**src/rtl/mem_access_unit.sv**
```systemverilog
// Load/store initiator: turns byte/half/word CPU requests into aligned word accesses,
// using read-modify-write for sub-word stores and lane extraction for sub-word loads.
module mem_access_unit #(
    parameter int MEM_BYTES = 1024
) (
    input  logic        clk,
    input  logic        reset,
    input  logic        req_valid,
    output logic        req_ready,
    input  logic        req_we,
    input  logic [1:0]  req_size,
    input  logic        req_unsigned,
    input  logic [31:0] req_addr,
    input  logic [31:0] req_wdata,
    output logic        resp_valid,
    output logic        resp_err,
    output logic [31:0] resp_rdata,
    output logic        mem_rd,
    output logic        mem_wr,
    output logic [31:0] mem_addr,
    output logic [31:0] mem_wdata,
    input  logic [31:0] mem_rdata
);

    typedef enum logic [1:0] {IDLE, RD, WR, RESP} state_t;

    localparam logic [31:0] LIMIT_WORD = 32'(MEM_BYTES - 4);
    localparam logic [31:0] LIMIT_HALF = 32'(MEM_BYTES - 2);
    localparam logic [31:0] LIMIT_BYTE = 32'(MEM_BYTES);

    state_t      state_reg;
    logic        we_reg;
    logic [1:0]  size_reg;
    logic        unsigned_reg;
    logic [31:0] addr_reg;
    logic [31:0] wdata_reg;
    logic [31:0] word_reg;
    logic        resp_err_reg;
    logic [31:0] resp_rdata_reg;

    logic        req_err;
    logic [31:0] rd_shifted;
    logic [7:0]  rd_byte;
    logic [15:0] rd_half;
    logic [31:0] load_value;
    logic [31:0] merged_word;

    // Alignment and range check on the incoming request; only used at accept.
    always_comb begin
        req_err = 1'b0;
        case (req_size)
            2'b00:   req_err = (req_addr >= LIMIT_BYTE);
            2'b01:   req_err = req_addr[0] || (req_addr > LIMIT_HALF);
            2'b10:   req_err = (|req_addr[1:0]) || (req_addr > LIMIT_WORD);
            default: req_err = 1'b1;
        endcase
    end

    // Load lane extraction and extension, from the live memory word during RD.
    assign rd_shifted = mem_rdata >> {addr_reg[1:0], 3'b000};
    assign rd_byte    = rd_shifted[7:0];
    assign rd_half    = addr_reg[1] ? mem_rdata[31:16] : mem_rdata[15:0];

    always_comb begin
        load_value = mem_rdata;
        case (size_reg)
            2'b00:   load_value = {{24{~unsigned_reg & rd_byte[7]}}, rd_byte};
            2'b01:   load_value = {{16{~unsigned_reg & rd_half[15]}}, rd_half};
            default: load_value = mem_rdata;
        endcase
    end

    // Sub-word store merge: each lane takes new data only if it is the target lane.
    genvar gi;
    generate
        for (gi = 0; gi < 4; gi++) begin : g_lane
            assign merged_word[8*gi +: 8] =
                (size_reg == 2'b00 && addr_reg[1:0] == 2'(gi)) ? wdata_reg[7:0] :
                (size_reg == 2'b01 && addr_reg[1] == 1'(gi / 2)) ? wdata_reg[8*(gi%2) +: 8] :
                word_reg[8*gi +: 8];
        end
    endgenerate

    assign req_ready  = (state_reg == IDLE);
    assign resp_valid = (state_reg == RESP);
    assign resp_err   = resp_err_reg;
    assign resp_rdata = resp_rdata_reg;
    assign mem_rd     = (state_reg == RD);
    assign mem_wr     = (state_reg == WR);
    assign mem_addr   = {addr_reg[31:2], 2'b00};
    assign mem_wdata  = (state_reg != WR) ? 32'd0 :
                        (size_reg == 2'b10) ? wdata_reg : merged_word;

    always_ff @(posedge clk or posedge reset) begin
        if (reset) begin
            state_reg      <= IDLE;
            we_reg         <= 1'b0;
            size_reg       <= 2'b00;
            unsigned_reg   <= 1'b0;
            addr_reg       <= 32'd0;
            wdata_reg      <= 32'd0;
            word_reg       <= 32'd0;
            resp_err_reg   <= 1'b0;
            resp_rdata_reg <= 32'd0;
        end else begin
            case (state_reg)
                IDLE: begin
                    if (req_valid) begin
                        we_reg       <= req_we;
                        size_reg     <= req_size;
                        unsigned_reg <= req_unsigned;
                        addr_reg     <= req_addr;
                        wdata_reg    <= req_wdata;
                        if (req_err) begin
                            resp_err_reg <= 1'b1;
                            state_reg    <= RESP;
                        end else if (!req_we || req_size != 2'b10) begin
                            state_reg <= RD;
                        end else begin
                            state_reg <= WR;
                        end
                    end
                end
                RD: begin
                    word_reg <= mem_rdata;
                    if (we_reg) begin
                        state_reg <= WR;
                    end else begin
                        resp_rdata_reg <= load_value;
                        state_reg      <= RESP;
                    end
                end
                WR: begin
                    state_reg <= RESP;
                end
                RESP: begin
                    resp_err_reg   <= 1'b0;
                    resp_rdata_reg <= 32'd0;
                    state_reg      <= IDLE;
                end
                default: state_reg <= IDLE;
            endcase
        end
    end

endmodule

```
**config.mk**
```make
export PLATFORM = sky130hd
export DESIGN_NAME = mem_access_unit
export DESIGN_NICKNAME = d
export VERILOG_FILES = /design/src/rtl/mem_access_unit.sv
export SDC_FILE = /design/constraint.sdc
export NUM_CORES = 1
export LEC_CHECK = 0
export BUFFER_PORTS_ARGS = -buffer_cell sky130_fd_sc_hd__buf_2
export CORE_MARGIN = 5
export CORE_UTILIZATION = 47
export DETAILED_ROUTE_END_ITERATION = 16
export PLACE_DENSITY = 0.8
export SLEW_MARGIN = 20
export SYNTH_ARGS = -nofsm -noshare
export SYNTH_HDL_FRONTEND = slang
export SYNTH_SLANG_ARGS = --single-unit
```
**constraint.sdc**
```tcl
create_clock -name clk -period 4.49 [get_ports clk]
set_clock_uncertainty 0.05 [all_clocks]
set_input_delay 0.898 -clock clk [delete_from_list [all_inputs] [get_ports clk]]
set_output_delay 0.898 -clock clk [all_outputs]
set_load 0.02 [all_outputs]
```
# Word-level counts from Yosys, hierarchy flattened

Cells that the tools add are included.
W data, S select, Z words.

Flip-flop bits (word level): 135
Bits of input ports: 103
Output and inout bits: 101
Logic and storage cells: 75

Magnitude comparators: 3
Eq/ne operators: 15
Shift-type cells: 1
Multiplexer cells: 23
Bitwise operators: 4
Reductions and logical operators: 20

Operators by type and width:

| cell                   | number |
|---|---|
| $pmux W32 S2           | 2 |
| $mux W32               | 3 |
| $gt A32 B10 Y1 const B | 2 |
| $mux W8                | 8 |
| $ge A32 B11 Y1 const B | 1 |
| $shr A32 B5 Y8         | 1 |
| $mux W16               | 1 |
| $eq A2 B2 Y1 const B   | 6 |
| $eq A2 B1 Y1 const B   | 4 |
| $logic_not A2 Y1       | 4 |
| $ne A2 B2 Y1 const B   | 4 |
| $pmux W2 S4            | 1 |
| $logic_and A1 B1 Y1    | 6 |
| $mux W2                | 3 |
| $reduce_and A2 Y1      | 2 |
| $reduce_bool A2 Y1     | 2 |
| $logic_or A1 B1 Y1     | 3 |
| $mux W1                | 3 |
| $pmux W1 S3            | 1 |
| $reduce_and A3 Y1      | 1 |
| $and A1 B1 Y1          | 2 |
| $ne A2 B1 Y1 const B   | 1 |
| $not A1 Y1             | 2 |
| $pmux W1 S2            | 1 |
| other kinds (2)        | 2 |

# Depth between registers and ports, before layout

Word-level depth: 6
Gate-level depth with buffers: 9
Mapped depth without buffers: 6

# Worst setup path before layout

OpenSTA, ideal clock, no wires.

Kind: register to output
Start point: register size_reg[0]
End point: output port mem_wdata[20]
Data arrival time: 1711 ps
Required time: 3542 ps
Slack: 1831 ps
Stages on the path, launching flop included: 7
Path buffers: 3
Cell sequence: dfrtp_1 -> buf_4 -> nand2b_1 -> clkbuf_1 -> clkbuf_1 -> nor2_1 -> a211oi_1

Word-level cells in the longest chain between the ends: 6
Elaborated cells on any way between the ends: 9
Those cells by class: eq/ne: 2; mux: 4; reduce/logical: 3

RTL lines:

| what                   | RTL line | text |
|---|---|---|
| start, declared        | 33       | `logic [1:0] size_reg;` |
| start signal, assigned | 110      | `size_reg <= req_size;` |
| $eq A2 B1 Y1           | 79       | `(size_reg == 2'b01 && addr_reg[1] == 1'(gi / 2)) ? wdata_reg[8*(gi%2) +: 8] :` |
| $logic_and A1 B1 Y1    | 79       |  |
| $mux W8                | 79       |  |
| $mux W8                | 78       | `(size_reg == 2'b00 && addr_reg[1:0] == 2'(gi)) ? wdata_reg[7:0] :` |
| $mux W32 *             | 92       | `(size_reg == 2'b10) ? wdata_reg : merged_word;` |
| $mux W32 *             | 91       | `assign mem_wdata = (state_reg != WR) ? 32'd0 :` |
| end, declared          | 21       | `output logic [31:0] mem_wdata,` |

Mark *: on every way between the ends. The rest lies on a longest branch, timed or not.

# Worst setup path after layout

Start point: register addr_reg[1]
End point: output port mem_wdata[3]

Word-level cells in the longest chain between the ends: 6
Elaborated cells on any way between the ends: 8
Those cells by class: mux: 4; bitwise: 1; reduce/logical: 3

RTL lines:

| what                   | RTL line | text |
|---|---|---|
| start, declared        | 35       | `logic [31:0] addr_reg;` |
| start signal, assigned | 112      | `addr_reg <= req_addr;` |
| $not A1 Y1             | 79       |  |
| $logic_and A1 B1 Y1    | 79       |  |
| $mux W8                | 79       |  |
| $mux W8 *              | 78       |  |
| $mux W32 *             | 92       |  |
| $mux W32 *             | 91       |  |

Marks and branches as above.

==> flow_metrics.env <==
export IMPL_tightest_slew_ns=1.002
export IMPL_vias=5499
export IMPL_syn_area_um2=6922
export IMPL_worstPathRequired_ns=3.54
export IMPL_netlist_area_leader_share_pct=48.81
export IMPL_fin_tns_setup_ns=0
export IMPL_drive_above_1_share_pct=47.32
export IMPL_clockRootBuffer="clkbuf_16"
export IMPL_path_clk_slew_ns=0.06
export IMPL_reg2regPathDepth=5
export IMPL_vias_per_cell=5.782
export IMPL_critPathLaunchType="flop"
export IMPL_instances_no_fill=951
export IMPL_place_area_um2=7834
export IMPL_gp_congestion=0.8580
export IMPL_finalCritPeriodShare_pct=85.95
export IMPL_critPathCaptureType="primary output"
export IMPL_antenna_found_initial=3
export IMPL_start_util_pct=47.81
export IMPL_synth_avg_cell_area_um2=11.59
export IMPL_core_area_um2=14480
export IMPL_tritoncts="done"
export IMPL_multi_input_area_um2=3097
export IMPL_grt_max_degree=136
export IMPL_synth_distinct_cells=44
export IMPL_postCtsSetupRepairBufs=0
export IMPL_ys_top_cells_by_area="dfrtp_1 (49%), mux2_2 (19%), buf_4 (3.7%), mux2i_1 (2.5%), a221o_1 (2.3%)"
export IMPL_stdcell_area_um2=8449
export IMPL_maxCapViolations=0
export IMPL_rsz0062_at_grt="false"
export IMPL_slew_headroom_pct=33.23
export IMPL_powerDensity_nw_per_um2=838.8
export IMPL_fillers=1237
export IMPL_yosysWarnings=0
export IMPL_yosys_most_used_dff="dfrtp_1"
export IMPL_yosys_register_bits=135
export IMPL_p_leak_nw=4.008
export IMPL_worstSkewPairLatency_ns=0.42
export IMPL_async_reset_ff_share_pct=100.0
export IMPL_totalWireLength_um=19870
export IMPL_use_met1_pct=29.05
export IMPL_cp_max_fo=35
export IMPL_grt_pass1_wl_um=31370
export IMPL_grt_overflow=0
export IMPL_syn_inst=597
export IMPL_setup_violations=0
export IMPL_grt_pass1_vias=5668
export IMPL_finalNetCount=859
export IMPL_yosysTopAreaCell="dfrtp_1"
export IMPL_hpwlAfterDp_um=14280
export IMPL_drt_iter0_drc=507
export IMPL_ctsHoldBuffers=0
export IMPL_die_area_um2=17250
export IMPL_grt_busiest_layer="met2"
export IMPL_cts_buffers_inserted=17
export IMPL_drcViolationCount=0
export IMPL_synthTopCellsByCount="dfrtp_1 (135), mux2_2 (115), buf_4 (34), nand2_1 (32), o21ai_0 (30)"
export IMPL_clock_path_buffers=2
export IMPL_min_path_cells=2
export IMPL_rows=44
export IMPL_drtPass1Iterations=6
export IMPL_fin_util_pct=58.36
export IMPL_clock_sinks=135
export IMPL_globalRouteMet3Util_pct=7.607
export IMPL_area_growth_pct=22.07
export IMPL_finalCriticalPeriod_ns=3.859
export IMPL_max_clock_freq_mhz=259.1
export IMPL_finalHoldViolCount=0
export IMPL_cts_resized=0
export IMPL_vdd_drop_max_mv=0.3701
export IMPL_grt_usage_pct=22.68
export IMPL_io_pins=204
export IMPL_synth_seq_area_share_pct=48.81
export IMPL_dp_cells=917
export IMPL_die_h_um=131.4
export IMPL_die_w_um=131.4
export IMPL_routedWlPerCell_um=20.89
export IMPL_synth_edf_count=0
export IMPL_hold_class="flop to flop"
export IMPL_critical_path_class="flop to primary output"
export IMPL_regArea_um2=3378
export IMPL_io_buffers=201
export IMPL_antenna_left=0
export IMPL_grtUsageMet2_pct=35.84
export IMPL_outcome="completed"
export IMPL_fin_total_pwr_w=0.007087
export IMPL_htree_levels=4
export IMPL_yosysMostFrequentCell="dfrtp_1"
export IMPL_final_max_slew_viol_count=0
export IMPL_arrival_ns=2.91
-- layer usage --
metal / share of wire [%] / up-vias
li1: - / 2482
met1: 41 / 2732
met2: 48 / 239
met3: 8.2 / 42
met4: 2.8 / 4
met5: 0.19 / -
-- final timing paths --
| check | slack [ns] | start | to |
|---|---|---|---|
| max | 0.63 | addr_reg[1] | mem_wdata[3] |
| min | 0.43 | resp_rdata[9] | resp_rdata[9] |
| max reg2reg | 1.80 | state_reg[0] | resp_rdata[22] |
| min reg2reg | 0.43 | resp_rdata[9] | resp_rdata[9] |
| max in group asynchronous | 3.24 | reset | wdata_reg[24] |
| min in group asynchronous | 0.65 | reset | resp_rdata[20] |
-- kinds of logic after synthesis --
| group | Yosys count | share of synthesized area (%) |
|---|---|---|
| other | 1 | 0.05418 |
| AO/OA/AOI/OAI | 143 | 14.79 |
| buffers and inverters | 83 | 6.598 |
| adder cells (fa/ha/maj) | 4 | 0.7231 |
| AND/OR/NAND/NOR | 98 | 7.538 |
| flip-flops | 135 | 48.81 |
| multiplexers | 133 | 21.49 |
-- critical path, stage by stage (launching register included) --
cell     delay (ns)
dfrtp_1        1.00
inv_1          0.37
a21oi_1        0.54
o21ai_0        0.18
a21oi_1        0.20
buf_2          0.20
-- per-stage QoR --
stage / setup slack, ns / hold WS, ns
2_1_floorplan: 1.831 / 0.4241
3_3_place_gp: 1.235 / 0.4089
3_5_place_dp: 1.166 / 0.4165
4_1_cts: 0.7026 / 0.4294
5_1_grt: 0.4108 / 0.4553
6_report: 0.6310 / 0.4260
-- placed cells by master, fill, tap and decap left out, drive strengths merged, types with 16 or more instances in the layout --
master  synthesis  routed
o21ai          32      32
a221o          16      16
dfrtp         135     135
a21o           17      17
mux2i          17      17
buf            51     209
nand2          33      33
a21oi          19      19
mux2          115     115
clkbuf         23      24
-- cell type report --
type                       count  share of cell area [%]
antenna                        2                 0.05923
multi-input combinational    380                   36.65
inverter                       9                  0.4442
clock inverter                 8                   1.407
timing repair buffer         209                   12.91
tap                          184                   2.725
clock buffer                  24                   5.820
sequential                   135                   39.98
-- where the power goes --
group	switching [W]	internal [W]	total, W
combinational	0.00185	0.00144	0.00330
sequential	0.000533	0.00182	0.00235
clock	0.000507	0.000929	0.00144
total	0.00289	0.00419	0.00709
Note: power is estimated with default switching activity, not from simulation.
